===== config.mk =====
export PLATFORM = sky130hd
export DESIGN_NAME = baw_match_engine
export DESIGN_NICKNAME = d
export VERILOG_FILES = /design/src/rtl/baw_match_engine.sv
export SDC_FILE = /design/constraint.sdc
export NUM_CORES = 1
export LEC_CHECK = 0
export CAP_MARGIN = 25
export CORE_ASPECT_RATIO = 1.2
export CORE_MARGIN = 1.5
export CORE_UTILIZATION = 30
export DETAILED_ROUTE_END_ITERATION = 12
export PLACE_DENSITY = 0.62
export SLEW_MARGIN = 20
export SYNTH_ARGS = -nofsm -noshare
export SYNTH_HDL_FRONTEND = slang
export SYNTH_SLANG_ARGS = --single-unit

===== constraint.sdc =====
create_clock -name clk -period 3.5 [get_ports clk]
set_input_delay 0.525 -clock clk [delete_from_list [all_inputs] [get_ports clk]]
set_output_delay 0.525 -clock clk [all_outputs]
set_load 0.01 [all_outputs]

===== src/rtl/baw_match_engine.sv =====
// Game-logic core for the black-and-white tile game.
// Two players each own tiles 0..N_TILES-1 and play one tile per round. The
// leader alternates every round. A round is won by the higher tile, and a
// match ends early once the trailing player can no longer catch up.
// Only tile parity (colour) is exposed before the reveal.
module baw_match_engine #(
   parameter int N_TILES = 9,
   parameter int TILE_W  = 4
) (
   input  logic                clk,
   input  logic                rst,
   input  logic                start,
   input  logic                p1_sel_valid,
   input  logic [TILE_W-1:0]   p1_tile,
   input  logic                p2_sel_valid,
   input  logic [TILE_W-1:0]   p2_tile,
   input  logic                reveal,
   input  logic                ack,
   output logic [2:0]          state,
   output logic                leader,
   output logic                p1_color,
   output logic                p2_color,
   output logic                p1_picked,
   output logic                p2_picked,
   output logic [N_TILES-1:0]  p1_used,
   output logic [N_TILES-1:0]  p2_used,
   output logic [TILE_W-1:0]   p1_score,
   output logic [TILE_W-1:0]   p2_score,
   output logic [TILE_W-1:0]   round,
   output logic [1:0]          round_result,
   output logic                err,
   output logic                game_over,
   output logic [1:0]          winner
);

   localparam logic [2:0] S_IDLE     = 3'd0;
   localparam logic [2:0] S_FIRST    = 3'd1;
   localparam logic [2:0] S_SECOND   = 3'd2;
   localparam logic [2:0] S_WAIT_REV = 3'd3;
   localparam logic [2:0] S_RESULT   = 3'd4;
   localparam logic [2:0] S_DONE     = 3'd5;

   localparam logic [1:0] RES_NONE = 2'b00;
   localparam logic [1:0] RES_P1   = 2'b01;
   localparam logic [1:0] RES_P2   = 2'b10;
   localparam logic [1:0] RES_DRAW = 2'b11;

   logic [2:0]         state_q, state_d;
   logic               leader_q, leader_d;
   logic [TILE_W-1:0]  p1_tile_q, p1_tile_d;
   logic [TILE_W-1:0]  p2_tile_q, p2_tile_d;
   logic               p1_color_q, p1_color_d;
   logic               p2_color_q, p2_color_d;
   logic               p1_picked_q, p1_picked_d;
   logic               p2_picked_q, p2_picked_d;
   logic [N_TILES-1:0] p1_used_q, p1_used_d;
   logic [N_TILES-1:0] p2_used_q, p2_used_d;
   logic [TILE_W-1:0]  p1_score_q, p1_score_d;
   logic [TILE_W-1:0]  p2_score_q, p2_score_d;
   logic [TILE_W-1:0]  round_q, round_d;
   logic [1:0]         round_result_q, round_result_d;
   logic               err_q, err_d;
   logic [1:0]         winner_q, winner_d;

   // The player allowed to pick right now: the leader in FIRST, the other one in SECOND.
   logic               mover_p2;
   logic               mv_valid;
   logic [TILE_W-1:0]  mv_tile;
   logic [N_TILES-1:0] mv_used;
   logic [N_TILES-1:0] mv_hit;
   logic               mv_legal;
   logic [N_TILES-1:0] p1_hit;
   logic [N_TILES-1:0] p2_hit;

   assign mover_p2 = (state_q == S_FIRST) ? leader_q : ~leader_q;
   assign mv_valid = mover_p2 ? p2_sel_valid : p1_sel_valid;
   assign mv_tile  = mover_p2 ? p2_tile      : p1_tile;
   assign mv_used  = mover_p2 ? p2_used_q    : p1_used_q;

   // One-hot tile decodes; an out-of-range tile decodes to all zeros, so it
   // can never look legal and never sets a used bit.
   genvar gi;
   generate
      for (gi = 0; gi < N_TILES; gi++) begin : g_decode
         assign mv_hit[gi] = (mv_tile   == TILE_W'(gi));
         assign p1_hit[gi] = (p1_tile_q == TILE_W'(gi));
         assign p2_hit[gi] = (p2_tile_q == TILE_W'(gi));
      end
   endgenerate

   assign mv_legal = |(mv_hit & ~mv_used);

   // Early-termination test, one bit wider so score + remaining rounds cannot wrap.
   logic [TILE_W:0] s1_x, s2_x, rem_x;
   logic            decided;

   assign s1_x    = {1'b0, p1_score_q};
   assign s2_x    = {1'b0, p2_score_q};
   assign rem_x   = (TILE_W+1)'(N_TILES) - {1'b0, round_q};
   assign decided = (round_q == TILE_W'(N_TILES)) ||
                    (s1_x > s2_x + rem_x) ||
                    (s2_x > s1_x + rem_x);

   // Next-state and datapath updates for the match FSM.
   always_comb begin
      state_d        = state_q;
      leader_d       = leader_q;
      p1_tile_d      = p1_tile_q;
      p2_tile_d      = p2_tile_q;
      p1_color_d     = p1_color_q;
      p2_color_d     = p2_color_q;
      p1_picked_d    = p1_picked_q;
      p2_picked_d    = p2_picked_q;
      p1_used_d      = p1_used_q;
      p2_used_d      = p2_used_q;
      p1_score_d     = p1_score_q;
      p2_score_d     = p2_score_q;
      round_d        = round_q;
      round_result_d = round_result_q;
      err_d          = 1'b0;
      winner_d       = winner_q;

      case (state_q)
         S_IDLE, S_DONE: begin
            if (start) begin
               p1_score_d     = '0;
               p2_score_d     = '0;
               p1_used_d      = '0;
               p2_used_d      = '0;
               round_d        = '0;
               round_result_d = RES_NONE;
               p1_picked_d    = 1'b0;
               p2_picked_d    = 1'b0;
               p1_color_d     = 1'b0;
               p2_color_d     = 1'b0;
               leader_d       = 1'b0;
               winner_d       = 2'b00;
               state_d        = S_FIRST;
            end
         end

         S_FIRST, S_SECOND: begin
            if (mv_valid) begin
               if (mv_legal) begin
                  if (mover_p2) begin
                     p2_tile_d   = mv_tile;
                     p2_color_d  = mv_tile[0];
                     p2_picked_d = 1'b1;
                  end else begin
                     p1_tile_d   = mv_tile;
                     p1_color_d  = mv_tile[0];
                     p1_picked_d = 1'b1;
                  end
                  state_d = (state_q == S_FIRST) ? S_SECOND : S_WAIT_REV;
               end else begin
                  err_d = 1'b1;
               end
            end
         end

         S_WAIT_REV: begin
            if (reveal) begin
               if (p1_tile_q > p2_tile_q) begin
                  round_result_d = RES_P1;
                  p1_score_d     = p1_score_q + TILE_W'(1);
               end else if (p2_tile_q > p1_tile_q) begin
                  round_result_d = RES_P2;
                  p2_score_d     = p2_score_q + TILE_W'(1);
               end else begin
                  round_result_d = RES_DRAW;
               end
               p1_used_d = p1_used_q | p1_hit;
               p2_used_d = p2_used_q | p2_hit;
               round_d   = round_q + TILE_W'(1);
               state_d   = S_RESULT;
            end
         end

         S_RESULT: begin
            if (ack) begin
               p1_picked_d = 1'b0;
               p2_picked_d = 1'b0;
               leader_d    = ~leader_q;
               if (decided) begin
                  if (p1_score_q > p2_score_q)      winner_d = RES_P1;
                  else if (p2_score_q > p1_score_q) winner_d = RES_P2;
                  else                              winner_d = RES_DRAW;
                  state_d = S_DONE;
               end else begin
                  state_d = S_FIRST;
               end
            end
         end

         default: state_d = S_IDLE;
      endcase
   end

   // State registers with synchronous reset.
   always_ff @(posedge clk) begin
      if (rst) begin
         state_q        <= S_IDLE;
         leader_q       <= 1'b0;
         p1_tile_q      <= '0;
         p2_tile_q      <= '0;
         p1_color_q     <= 1'b0;
         p2_color_q     <= 1'b0;
         p1_picked_q    <= 1'b0;
         p2_picked_q    <= 1'b0;
         p1_used_q      <= '0;
         p2_used_q      <= '0;
         p1_score_q     <= '0;
         p2_score_q     <= '0;
         round_q        <= '0;
         round_result_q <= RES_NONE;
         err_q          <= 1'b0;
         winner_q       <= 2'b00;
      end else begin
         state_q        <= state_d;
         leader_q       <= leader_d;
         p1_tile_q      <= p1_tile_d;
         p2_tile_q      <= p2_tile_d;
         p1_color_q     <= p1_color_d;
         p2_color_q     <= p2_color_d;
         p1_picked_q    <= p1_picked_d;
         p2_picked_q    <= p2_picked_d;
         p1_used_q      <= p1_used_d;
         p2_used_q      <= p2_used_d;
         p1_score_q     <= p1_score_d;
         p2_score_q     <= p2_score_d;
         round_q        <= round_d;
         round_result_q <= round_result_d;
         err_q          <= err_d;
         winner_q       <= winner_d;
      end
   end

   assign state        = state_q;
   assign leader       = leader_q;
   assign p1_color     = p1_color_q;
   assign p2_color     = p2_color_q;
   assign p1_picked    = p1_picked_q;
   assign p2_picked    = p2_picked_q;
   assign p1_used      = p1_used_q;
   assign p2_used      = p2_used_q;
   assign p1_score     = p1_score_q;
   assign p2_score     = p2_score_q;
   assign round        = round_q;
   assign round_result = round_result_q;
   assign err          = err_q;
   assign game_over    = (state_q == S_DONE);
   assign winner       = winner_q;

endmodule


==> metrics.cfg <==
[run_status]
run_status = complete, no violations

[timing]
rsz0062_at_grt = false
max_freq_ghz = 0.313
finalHoldWorstSlack_ns = 0.456
worst_pin_slew_ns = 0.683
report.final.setup_viol = 0
layout_worst_path_cycle_share_pct = 91.2
max-slew-margin-rel_pct = 54.0
skew_ns = 0.00968
fin_tns_setup_ns = 0
timing.final.max_slew_violations = 0
final_hold_viol_count = 0
period_minus_slack_ns = 3.19

[global_route]
grt_pass1_wl_um = 14100
groute.usage.overall_pct = 16.4
pin_count_of_the_biggest_net_entering_global_routing = 28
grt_overflow = 0
first_global_vias = 2902
antenna_violations_before_repair = 0

[cells_and_area]
fin_cells = 555
drive_gt1_share_pct = 6.29
post-route-util_pct = 39.6
layout_commonest_cell = clkdlybuf4s50_1
num-nets-final = 475
final_cell_mix = clkdlybuf4s50_1 (58), nor2_1 (57), dfxtp_1 (51)
num_antenna_cells = 0
area.growth.synth_to_final_pct = 28.2

[place]
port_buffers = 58
globalplace.congestion = 0.880
numPlacedInstances = 547
post-dp-hpwl_um = 6480

[cts]
post_cts_hold_buffer_count = 0
max-clock-path-buffers = 2
cts_sinks = 51
tritoncts_clock_tree = built
postCtsSetupRepairBufs = 0
cts_inserted_buffers = 5
ctsHtreeMaxLevel = 2
cts_repair_resize_count = 0
clkLatencyLatePin_ns = 0.29
clkSlewWorstSetupHoldPaths_ns = 0.07
cts_root_buffer = clkbuf_16

[yosys]
syn_nets = 416
seq_area_frac_synth_pct = 33.1
synth_enable_flop_cells = 0
ffs_latches_synth = 51
synthesis.instances = 369
synth.avg_cell_area_um2 = 8.37
syn-cell-area_mm2 = 0.00309
postSynth.asyncResetShare_pct = 0
yosys_warnings = 0
synth.distinct_cells = 51
ys.flop_type = dfxtp_1

[critical_path]
timing.critical_path.to_type = flip-flop
arrival_ns = 3.36
worst_setup_path_start_kind = flip-flop
worst_r2r_path_depth = 11
crit_path_max_fanout = 9
critPathRequiredTime_ns = 3.67
worstSetupPathType = reg -> reg

[floorplanning]
core_region_area_mm2 = 0.0100
chipHeight_um = 114
num_io_pins = 59
start_util_pct = 30.9
floorplan.die_area_mm2 = 0.0109
die_width_um = 95.6
rows = 40

[detailed_routing]
first_pass_iters = 4
antenna_violating_nets_post_route = 0
routed_wl_um = 8540
drc = 0
viasPerCell = 5.17
wl_per_cell_um = 15.4
drt_first_iter_violations = 151
via_count = 2868

[power]
p_per_area_mw_per_mm2 = 410
power.leakage_nw = 1.54
worst_ir_drop_vdd_mv = 0.238

[job]
max_cap_viol_count = 0

[min_path]
holdCritPathClass = reg -> reg
timing.hold.worst_path_depth = 2

[through the flow]
stage	setup WS, ns	cell area (um2)	total power, W
6_report	0.310	3960	0.00162
2_1_floorplan	0.550	3090	0.000965
4_1_cts	0.321	3960	0.00164
5_1_grt	0.132	3960	0.00172
3_5_place_dp	0.345	3810	0.00113
3_3_place_gp	0.485	3810	0.00112
[registers in the layout (all words and copies together), names as in the netlist]
register and flops:
p2_tile_q 4, p2_used 9, p1_used 9, err 1, p1_score 4, p2_picked 1
leader 1, p1_color 1, p2_color 1, round_result 2, p1_tile_q 4, state 3
p2_score 4, round 4, winner 2, p1_picked 1
[critical path: stages, from the launching register on]
cell and delay, ns:
dfxtp_1 0.52, inv_1 0.14, ha_1 0.24, ha_1 0.30, ha_1 0.32, xor2_1 0.18, ha_1 0.29, and4_1 0.18
o311a_1 0.39, a41o_1 0.28, a21oi_1 0.16, nor2_1 0.06
[report_power, final]
group	internal, W	leakage, nW	switching [W]
Clock	0.000272	0.0748	0.000237
Combinational	0.000192	1.06	0.000289
Sequential	0.000608	0.412	0.0000280
[cell usage after synthesis (all sizes together) (3+ instances only)]
library cell / n / area (um2)
o21a: 8 / 60.1
nand2b: 3 / 18.8
nor2b: 4 / 25.0
xnor2: 8 / 70.1
buf: 8 / 56.3
nor3: 14 / 70.1
nand3: 16 / 80.1
nand2: 21 / 86.3
dfxtp: 51 / 1020
o21ai: 14 / 73.8
inv: 20 / 75.1
xor2: 8 / 88.8
mux2i: 13 / 130
a31oi: 14 / 87.6
ha: 30 / 375
a21o: 6 / 45.0
nand4: 6 / 37.5
a21oi: 31 / 155
nor2: 57 / 214
clkbuf: 6 / 22.5
[logic make-up after synthesis]
family	synth area share, %
muxes	5.06
and+or+nand+nor	20.2
buffers and inverters	5.23
AOI/OAI and AO/OA	17.8
xor gates and xnor gates	5.15
DFF	33.1
adders and majority gates	13.5
[layer usage]
metal	up-vias	track usage, %	part of all wire, %
met5	-	0	0
met4	0	4.22	1.5
met3	10	2.59	5.0
met2	78	29.6	52
met1	1360	19.9	42
li1	1420	-	-
[path summary, 6_finish.rpt]
kind                                              from                      to  slack [ns]
worst max-delay path             round[1]$_SDFFE_PP0P_  winner[0]$_SDFFE_PP0P_        0.31
worst min-delay path            p1_picked$_SDFFE_PP0P_  p1_picked$_SDFFE_PP0P_        0.46
worst min register to register  p1_picked$_SDFFE_PP0P_  p1_picked$_SDFFE_PP0P_        0.46
worst max register to register   round[1]$_SDFFE_PP0P_  winner[0]$_SDFFE_PP0P_        0.31
[area by class of cell]
type,instances,area [um2]
Multi-Input combinational cell,282,1910
Timing Repair Buffer,66,641
Fill cell,995,6050
Sequential cell,51,1020
Clock inverter,3,26.3
Tap cell,126,158
Clock buffer,5,125
Inverter,22,82.6
(Power assumes the default switching activity.)
